$ cat src/rtl/mem_pkg.sv
// Shared request/response types and FSM states for the cache and its backing store.
// Latency: none (types only).
// Backpressure: a requester holds Valid and its fields stable until it sees Ready.
package mem_pkg;

  localparam int BLOCK_SIZE  = 32;
  localparam int OFFSET_BITS = 2;

  typedef struct packed {
    logic                  Valid;
    logic                  Write;
    logic [31:0]           Addr;
    logic [BLOCK_SIZE-1:0] Wdata;
    logic [BLOCK_SIZE-1:0] Mask;
  } mem_input_t;

  typedef struct packed {
    logic [BLOCK_SIZE-1:0] Rdata;
    logic                  Ready;
  } mem_output_t;

  typedef enum logic [1:0] {
    IDLE,
    COMP_TAG,
    WRITE_BACK,
    ALLOCATE
  } cache_state_t;

endpackage

$ cat src/rtl/plru_tree.sv
// Tree pseudo-LRU for one set: each node bit points toward the colder half.
// Latency: victim is combinational from state; an access updates state next edge.
// Backpressure: none; every one-hot access is absorbed in the cycle it arrives.
module plru_tree #(
  parameter int  WAYS = 2,
  localparam int WB   = (WAYS > 1) ? $clog2(WAYS) : 1
) (
  input  logic            clk_i,
  input  logic            rst_ni,
  input  logic [WAYS-1:0] acc_i,
  output logic [WB-1:0]   victim_o
);

  if (WAYS == 1) begin : g_single
    logic unused_acc;
    assign unused_acc = ^{clk_i, rst_ni, acc_i};
    assign victim_o   = '0;
  end else begin : g_tree
    // Heap layout: node 1 is the root, children of n are 2n and 2n+1; bit 0 is spare.
    logic [WAYS-1:0] bits_q;
    logic [WAYS-1:0] bits_d;
    logic [WB-1:0]   acc_idx;

    // Encode the one-hot access into a way number.
    always_comb begin
      acc_idx = '0;
      for (int w = 0; w < WAYS; w++)
        if (acc_i[w]) acc_idx = acc_idx | WB'(w);
    end

    // Walk from the root following the node bits to reach the coldest leaf.
    always_comb begin
      logic [WB:0] node;
      node = (WB+1)'(1);
      for (int l = 0; l < WB; l++)
        node = {node[WB-1:0], bits_q[node[WB-1:0]]};
      victim_o = node[WB-1:0];
    end

    // Point every node on the accessed path away from the accessed way.
    always_comb begin
      logic [WB:0]   node;
      logic [WB-1:0] way;
      bits_d = bits_q;
      node   = (WB+1)'(1);
      way    = acc_idx;
      for (int l = 0; l < WB; l++) begin
        bits_d[node[WB-1:0]] = ~way[WB-1];
        node = {node[WB-1:0], way[WB-1]};
        way  = way << 1;
      end
    end

    // Commit the new recency order whenever a way is touched.
    always_ff @(posedge clk_i or negedge rst_ni) begin
      if (!rst_ni)      bits_q <= '0;
      else if (|acc_i)  bits_q <= bits_d;
    end
  end

endmodule

$ cat src/rtl/assoc_cache.sv
// Set-associative write-back cache, one word per line, pLRU replacement.
// Latency: hit answers 2 cycles after Valid; a miss adds write-back/fill memory round trips.
// Backpressure: requester holds cache_i until Ready; memory side waits on from_mem_i.Ready.
module assoc_cache
  import mem_pkg::*;
#(
  parameter int WAYS = 2,
  parameter int SETS = 16
) (
  input  logic        clk_i,
  input  logic        rst_ni,
  input  mem_input_t  cache_i,
  input  mem_output_t from_mem_i,
  output mem_input_t  to_mem_o,
  output mem_output_t cache_o,
  output logic [31:0] hit_cnt_o,
  output logic [31:0] miss_cnt_o
);

  localparam int INDEX_BITS = $clog2(SETS);
  localparam int TAG_BITS   = 32 - INDEX_BITS - OFFSET_BITS;
  localparam int WB         = (WAYS > 1) ? $clog2(WAYS) : 1;

  typedef logic [TAG_BITS-1:0]   tag_t;
  typedef logic [INDEX_BITS-1:0] idx_t;
  typedef logic [WB-1:0]         way_t;

  tag_t                  tag_q    [SETS][WAYS];
  logic [BLOCK_SIZE-1:0] data_q   [SETS][WAYS];
  logic [WAYS-1:0]       valid_q  [SETS];
  logic [WAYS-1:0]       dirty_q  [SETS];
  way_t                  plru_vic [SETS];

  cache_state_t state_q;
  mem_input_t   req_q;
  logic         filled_q;   // the current COMP_TAG pass follows a fill
  way_t         vic_q;

  idx_t                  req_idx;
  tag_t                  req_tag;
  logic [WAYS-1:0]       hit_vec;
  logic                  hit;
  way_t                  hit_way;
  way_t                  vic_way;
  logic [BLOCK_SIZE-1:0] hit_data;
  logic [BLOCK_SIZE-1:0] merged_data;
  mem_input_t            wb_req;
  mem_input_t            alloc_req;
  logic                  unused_req;

  assign req_idx     = req_q.Addr[INDEX_BITS+OFFSET_BITS-1:OFFSET_BITS];
  assign req_tag     = req_q.Addr[31:INDEX_BITS+OFFSET_BITS];
  assign hit         = |hit_vec;
  assign hit_data    = data_q[req_idx][hit_way];
  assign merged_data = (hit_data & ~req_q.Mask) | (req_q.Wdata & req_q.Mask);
  assign unused_req  = ^{req_q.Valid, req_q.Addr[OFFSET_BITS-1:0]};

  // Tag compare across the indexed set; victim is the lowest invalid way, else pLRU.
  always_comb begin
    hit_vec = '0;
    hit_way = '0;
    vic_way = plru_vic[req_idx];
    for (int w = WAYS-1; w >= 0; w--) begin
      hit_vec[w] = valid_q[req_idx][w] && (tag_q[req_idx][w] == req_tag);
      if (hit_vec[w])           hit_way = way_t'(w);
      if (!valid_q[req_idx][w]) vic_way = way_t'(w);
    end
  end

  // Memory requests for evicting the victim and for fetching the requested line.
  always_comb begin
    wb_req          = '0;
    wb_req.Valid    = 1'b1;
    wb_req.Write    = 1'b1;
    wb_req.Addr     = {tag_q[req_idx][vic_way], req_idx, OFFSET_BITS'(0)};
    wb_req.Wdata    = data_q[req_idx][vic_way];
    wb_req.Mask     = '1;
    alloc_req       = '0;
    alloc_req.Valid = 1'b1;
    alloc_req.Addr  = {req_tag, req_idx, OFFSET_BITS'(0)};
    alloc_req.Mask  = '1;
  end

  for (genvar s = 0; s < SETS; s++) begin : g_plru
    logic [WAYS-1:0] acc;
    // Every hit in COMP_TAG (including the one after a fill) refreshes recency.
    assign acc = (state_q == COMP_TAG && req_idx == idx_t'(s)) ? hit_vec : '0;
    plru_tree #(.WAYS(WAYS)) u_plru (
      .clk_i    (clk_i),
      .rst_ni   (rst_ni),
      .acc_i    (acc),
      .victim_o (plru_vic[s])
    );
  end

  // Tag/data storage: loaded by a fill, merged by a write hit; deliberately unreset.
  always_ff @(posedge clk_i) begin
    if (state_q == ALLOCATE && from_mem_i.Ready) begin
      tag_q[req_idx][vic_q]  <= req_tag;
      data_q[req_idx][vic_q] <= from_mem_i.Rdata;
    end else if (state_q == COMP_TAG && hit && req_q.Write) begin
      data_q[req_idx][hit_way] <= merged_data;
    end
  end

  // Request FSM with valid/dirty bookkeeping, counters and registered outputs.
  always_ff @(posedge clk_i or negedge rst_ni) begin
    if (!rst_ni) begin
      state_q    <= IDLE;
      req_q      <= '0;
      filled_q   <= 1'b0;
      vic_q      <= '0;
      to_mem_o   <= '0;
      cache_o    <= '0;
      hit_cnt_o  <= '0;
      miss_cnt_o <= '0;
      for (int s = 0; s < SETS; s++) begin
        valid_q[s] <= '0;
        dirty_q[s] <= '0;
      end
    end else begin
      cache_o <= '0;
      case (state_q)
        IDLE: begin
          // Skip the Ready cycle: the requester still shows the request it just completed.
          if (cache_i.Valid && !cache_o.Ready) begin
            req_q   <= cache_i;
            state_q <= COMP_TAG;
          end
        end
        COMP_TAG: begin
          if (hit) begin
            cache_o.Ready <= 1'b1;
            if (req_q.Write) dirty_q[req_idx][hit_way] <= 1'b1;
            else             cache_o.Rdata <= hit_data & req_q.Mask;
            if (!filled_q && hit_cnt_o != '1) hit_cnt_o <= hit_cnt_o + 32'd1;
            filled_q <= 1'b0;
            state_q  <= IDLE;
          end else begin
            vic_q <= vic_way;
            if (!filled_q && miss_cnt_o != '1) miss_cnt_o <= miss_cnt_o + 32'd1;
            if (valid_q[req_idx][vic_way] && dirty_q[req_idx][vic_way]) begin
              to_mem_o <= wb_req;
              state_q  <= WRITE_BACK;
            end else begin
              to_mem_o <= alloc_req;
              state_q  <= ALLOCATE;
            end
          end
        end
        WRITE_BACK: begin
          if (from_mem_i.Ready) begin
            to_mem_o <= alloc_req;
            state_q  <= ALLOCATE;
          end
        end
        ALLOCATE: begin
          if (from_mem_i.Ready) begin
            valid_q[req_idx][vic_q] <= 1'b1;
            dirty_q[req_idx][vic_q] <= 1'b0;
            filled_q <= 1'b1;
            to_mem_o <= '0;
            state_q  <= COMP_TAG;
          end
        end
        default: state_q <= IDLE;
      endcase
    end
  end

endmodule

$ cat config.mk
export PLATFORM = sky130hd
export DESIGN_NAME = assoc_cache
export DESIGN_NICKNAME = d
export VERILOG_FILES = /design/src/rtl/mem_pkg.sv /design/src/rtl/plru_tree.sv /design/src/rtl/assoc_cache.sv
export SDC_FILE = /design/constraint.sdc
export NUM_CORES = 2
export LEC_CHECK = 0
export ABC_AREA = 1
export BUFFER_PORTS_ARGS = -buffer_cell sky130_fd_sc_hd__buf_2
export CAP_MARGIN = 20
export CELL_PAD_IN_SITES_DETAIL_PLACEMENT = 1
export CELL_PAD_IN_SITES_GLOBAL_PLACEMENT = 1
export CORE_UTILIZATION = 55
export CTS_BUF_LIST = sky130_fd_sc_hd__clkbuf_4
export DETAILED_ROUTE_END_ITERATION = 7
export PLACE_DENSITY_LB_ADDON = 0.1
export SYNTH_ARGS = -nofsm -noshare
export SYNTH_HDL_FRONTEND = slang
export SYNTH_SLANG_ARGS = --single-unit
$ cat constraint.sdc
create_clock -name clk_i -period 8.05 [get_ports clk_i]
set_clock_uncertainty 0.05 [all_clocks]
set_input_delay 0.805 -clock clk_i [delete_from_list [all_inputs] [get_ports clk_i]]
set_output_delay 0.805 -clock clk_i [all_outputs]
set_load 0.01 [all_outputs]
==> impl_metrics.env <==
export IMPL_status="completed"
export IMPL_cp_slowest_cell="nor2_4"
export IMPL_powerDensity_nw_per_um2=363
export IMPL_reg2regPathDepth=20
export IMPL_grt_pass1_wl_um=486000
export IMPL_route_met3_wl_um=31300
export IMPL_cp_arrival_ps=7440
export IMPL_syn_cell_area_um2=91300
export IMPL_syn_to_final_growth_pct=14.5
export IMPL_dr_wl_met2_um=162000
export IMPL_dr_pass1_iters=6
export IMPL_drc=0
export IMPL_syn_inst=8056
export IMPL_cpMostUsedCell="nand2_1"
export IMPL_grt_ovfl_total=0
export IMPL_die_area_um2=168000
export IMPL_fin_util_pct=63.4
export IMPL_wl_per_cell_um=29.3
export IMPL_report_final_hold_viol_count=0
export IMPL_rr_startpoint="alloc_req[67]"
export IMPL_fin_area_um2=104000
export IMPL_yosys_warnings=0
export IMPL_critical_path_class="reg -> reg"
export IMPL_hpwl_um=181000
export IMPL_coreArea_um2=165000
export IMPL_r2r_setup_slack_ps=1810
export IMPL_layout_setup_ws_ps=1810
export IMPL_root_buffer="clkbuf_4"
export IMPL_postSynthAreaPerCell_um2=11.3
export IMPL_synth_compound_area_share_pct=8.10
export IMPL_rows=149
export IMPL_critPathLaunch="alloc_req[67]"
export IMPL_drt_iter0_markers=7658
export IMPL_die_h_um=409
export IMPL_worstHoldPathType="in -> reg"
export IMPL_nets=8953
export IMPL_place_area_um2=95700
export IMPL_final_min_clock_period_ps=6240
export IMPL_cts_sinks=2196
export IMPL_rr_endpoint="to_mem_o[74]"
export IMPL_mostFrequentLayoutCells="nand2_1 (2,914), edfxtp_1 (1,856), clkbuf_4 (892)"
export IMPL_vias=71600
export IMPL_slew_headroom_pct=23.9
export IMPL_wirelength_um=335000
export IMPL_timing_hold_ws_ps=99.0
export IMPL_worst_path_stages=20
export IMPL_grt_pass1_vias=74900
export IMPL_ys_ff_latch=2196
export IMPL_synth_cell_types=41
export IMPL_routed_via_density=6.26
export IMPL_crit_end="to_mem_o[74]"
export IMPL_rsz0062_at_grt="false"
export IMPL_h_tree_depth=6
export IMPL_p_leak_nw=41.2
export IMPL_cp_top_family="simple AND/OR/NAND/NOR gates"
export IMPL_end_kind="flip-flop"
export IMPL_place_ws_ps=2010
export IMPL_synth_top_family_by_area="simple AND/OR/NAND/NOR gates"
export IMPL_finalCritPeriodShare_pct=77.5
export IMPL_cp_required_ps=9250
export IMPL_synthMuxAreaShare_pct=0.407
export IMPL_track_usage_pct=39.5
export IMPL_wl_met1_um=120000
export IMPL_drive_gt1_share_pct=17.7
export IMPL_clockBufferDepth=4
export IMPL_seq_area_frac_synth_pct=70.4
export IMPL_cp_num_buf_inv=4
export IMPL_antenna_found_initial=14
export IMPL_cts_buffers=586
export IMPL_critical_path_max_fanout=56
export IMPL_clk_pin_slew_ps=80
export IMPL_grt_max_degree=159
export IMPL_fin_tns_setup_ps=0
export IMPL_num_io_pins=328
export IMPL_layout_commonest_cell="nand2_1"
export IMPL_worstMarginPinSlew_ps=1140
export IMPL_setup_viol=0
export IMPL_synthXorXnorAreaFrac_pct=0.556
export IMPL_start_util_pct=55.4
export IMPL_fmax_mhz=160
export IMPL_gp_congestion=0.898
export IMPL_maxCapViolations=0
export IMPL_crit_chain="inv_8, nor2_4, buf_4, buf_4, nand2_1, nand3_1, nand2_1, nand2_1, nor2_1, nor2_1, a21oi_1, nand3_1, nor2_1, nand2_1, nand2_1, nand2_2, nand3_4, buf_4, nand2_1, o21ai_0"
export IMPL_die_w_um=409
export IMPL_peakVddDrop_v=0.000824
export IMPL_crit_path_max_incr_delay_ps=810
export IMPL_cts_tree="done"
export IMPL_synthAdderAreaFrac_pct=0.110
export IMPL_yosys_area_share_simple_pct=17.1
export IMPL_finalMaxSlewViolations=0
export IMPL_top_layer_used="met5"
export IMPL_io_buffers=323
export IMPL_ant_nets=0
export IMPL_insertion_delay_ps=1440
export IMPL_start_kind="flip-flop"
-- timing repair --
item / 4_1_cts / 5_1_grt
hold buffers: 124 / 0
buffers inserted: 0 / 0
gates resized for setup: 0 / 0
setup endpoints to repair: 0 / 0
hold endpoints to repair: 543 / 0
-- through the flow --
stage / cells / total power, mW
after global placement: 10300 / 26.7
after floorplan: 8057 / 22.0
after global routing: 11400 / 39.3
after detailed placement: 10300 / 27.2
after CTS: 11400 / 37.3
final: 11400 / 37.9
-- flip-flops by register name, indices dropped and copies added (netlist names) --
name / count
req_q: 65
alloc_req: 30
data_q: 1024
tag_q: 832
to_mem_o: 64
vic_q: 1
g_plru.u_plru.g_tree.bits_q: 16
cache_o: 33
miss_cnt_o: 32
dirty_q: 32
filled_q: 1
valid_q: 32
hit_cnt_o: 32
state_q: 2
-- how the worst min path moves through the flow --
stage	to	slack [ps]	cells past startpoint	from
after floorplan	valid_q[0]	380	2	valid_q[0]
after global placement	valid_q[8]	390	2	valid_q[8]
after detailed placement	valid_q[8]	400	2	valid_q[8]
after CTS	req_q[36]	0.5	3	cache_i[36]
after global routing	req_q[36]	50	3	cache_i[36]
final	data_q[10][1]	100	3	from_mem_i[2]
-- cells in the mapped netlist (all sizes together) --
cell / n / area share (%)
nand2: 2924 / 12
o21a: 11 / 0.090
or2: 58 / 0.40
inv: 235 / 0.97
ha: 8 / 0.11
nor2: 410 / 1.7
conb: 1 / 0.0041
a41oi: 1 / 0.0096
a22oi: 525 / 4.3
a21oi: 408 / 2.2
dfrtp: 340 / 9.3
clkbuf: 221 / 0.91
xor2: 42 / 0.40
o31ai: 6 / 0.049
mux2: 33 / 0.41
a21boi: 6 / 0.049
clkinv: 7 / 0.029
nor3: 46 / 0.25
o21ai: 216 / 1.2
nand4: 76 / 0.53
nand3: 263 / 1.5
and2: 2 / 0.014
or4: 64 / 0.53
edfxtp: 1856 / 61
nand3b: 2 / 0.016
xnor2: 16 / 0.15
nor4: 19 / 0.13
buf: 236 / 1.4
o22ai: 24 / 0.16
-- power by group --
group          internal (mW)  switching (mW)  leakage [nW]
Clock                   5.23            4.92          4.43
Sequential              13.5           0.515          20.9
Combinational           3.38            10.4          15.8
Total                   22.1            15.8          41.2
-- cell type report --
cell class	instances	area, µm²
multi-input cells	5162	24700
diodes	5	12.5
flip-flops and latches	2196	64200
clock buffers	892	6700
clock inverters	124	642
well taps	2189	2740
repair buffers	624	4530
inverters	242	936
fillers	17200	60300
-- worst reg2reg max path, stage by stage (launching register included) --
cell	delay, ps
dfrtp_4	570
inv_8	220
nor2_4	820
buf_4	420
buf_4	260
nand2_1	70
nand3_1	80
nand2_1	50
nand2_1	100
nor2_1	90
nor2_1	240
a21oi_1	70
nand3_1	180
nor2_1	80
nand2_1	350
nand2_1	250
nand2_2	460
nand3_4	810
buf_4	620
nand2_1	200
o21ai_0	90
-- routing by layer --
layer	up-vias	track usage, %
li1	30000	-
met1	35700	48.2
met2	4624	64.9
met3	1254	8.42
met4	16	23.5
met5	-	0
-- logic make-up after synthesis --
logic type,Yosys count
adders and majority gates,8
buffers and inverters,699
DFF,2196
muxes,33
xor gates and xnor gates,58
other,1
and+or+nand+nor,3864
AOI/OAI and AO/OA,1197
Note: power is estimated with default switching activity, not from simulation.
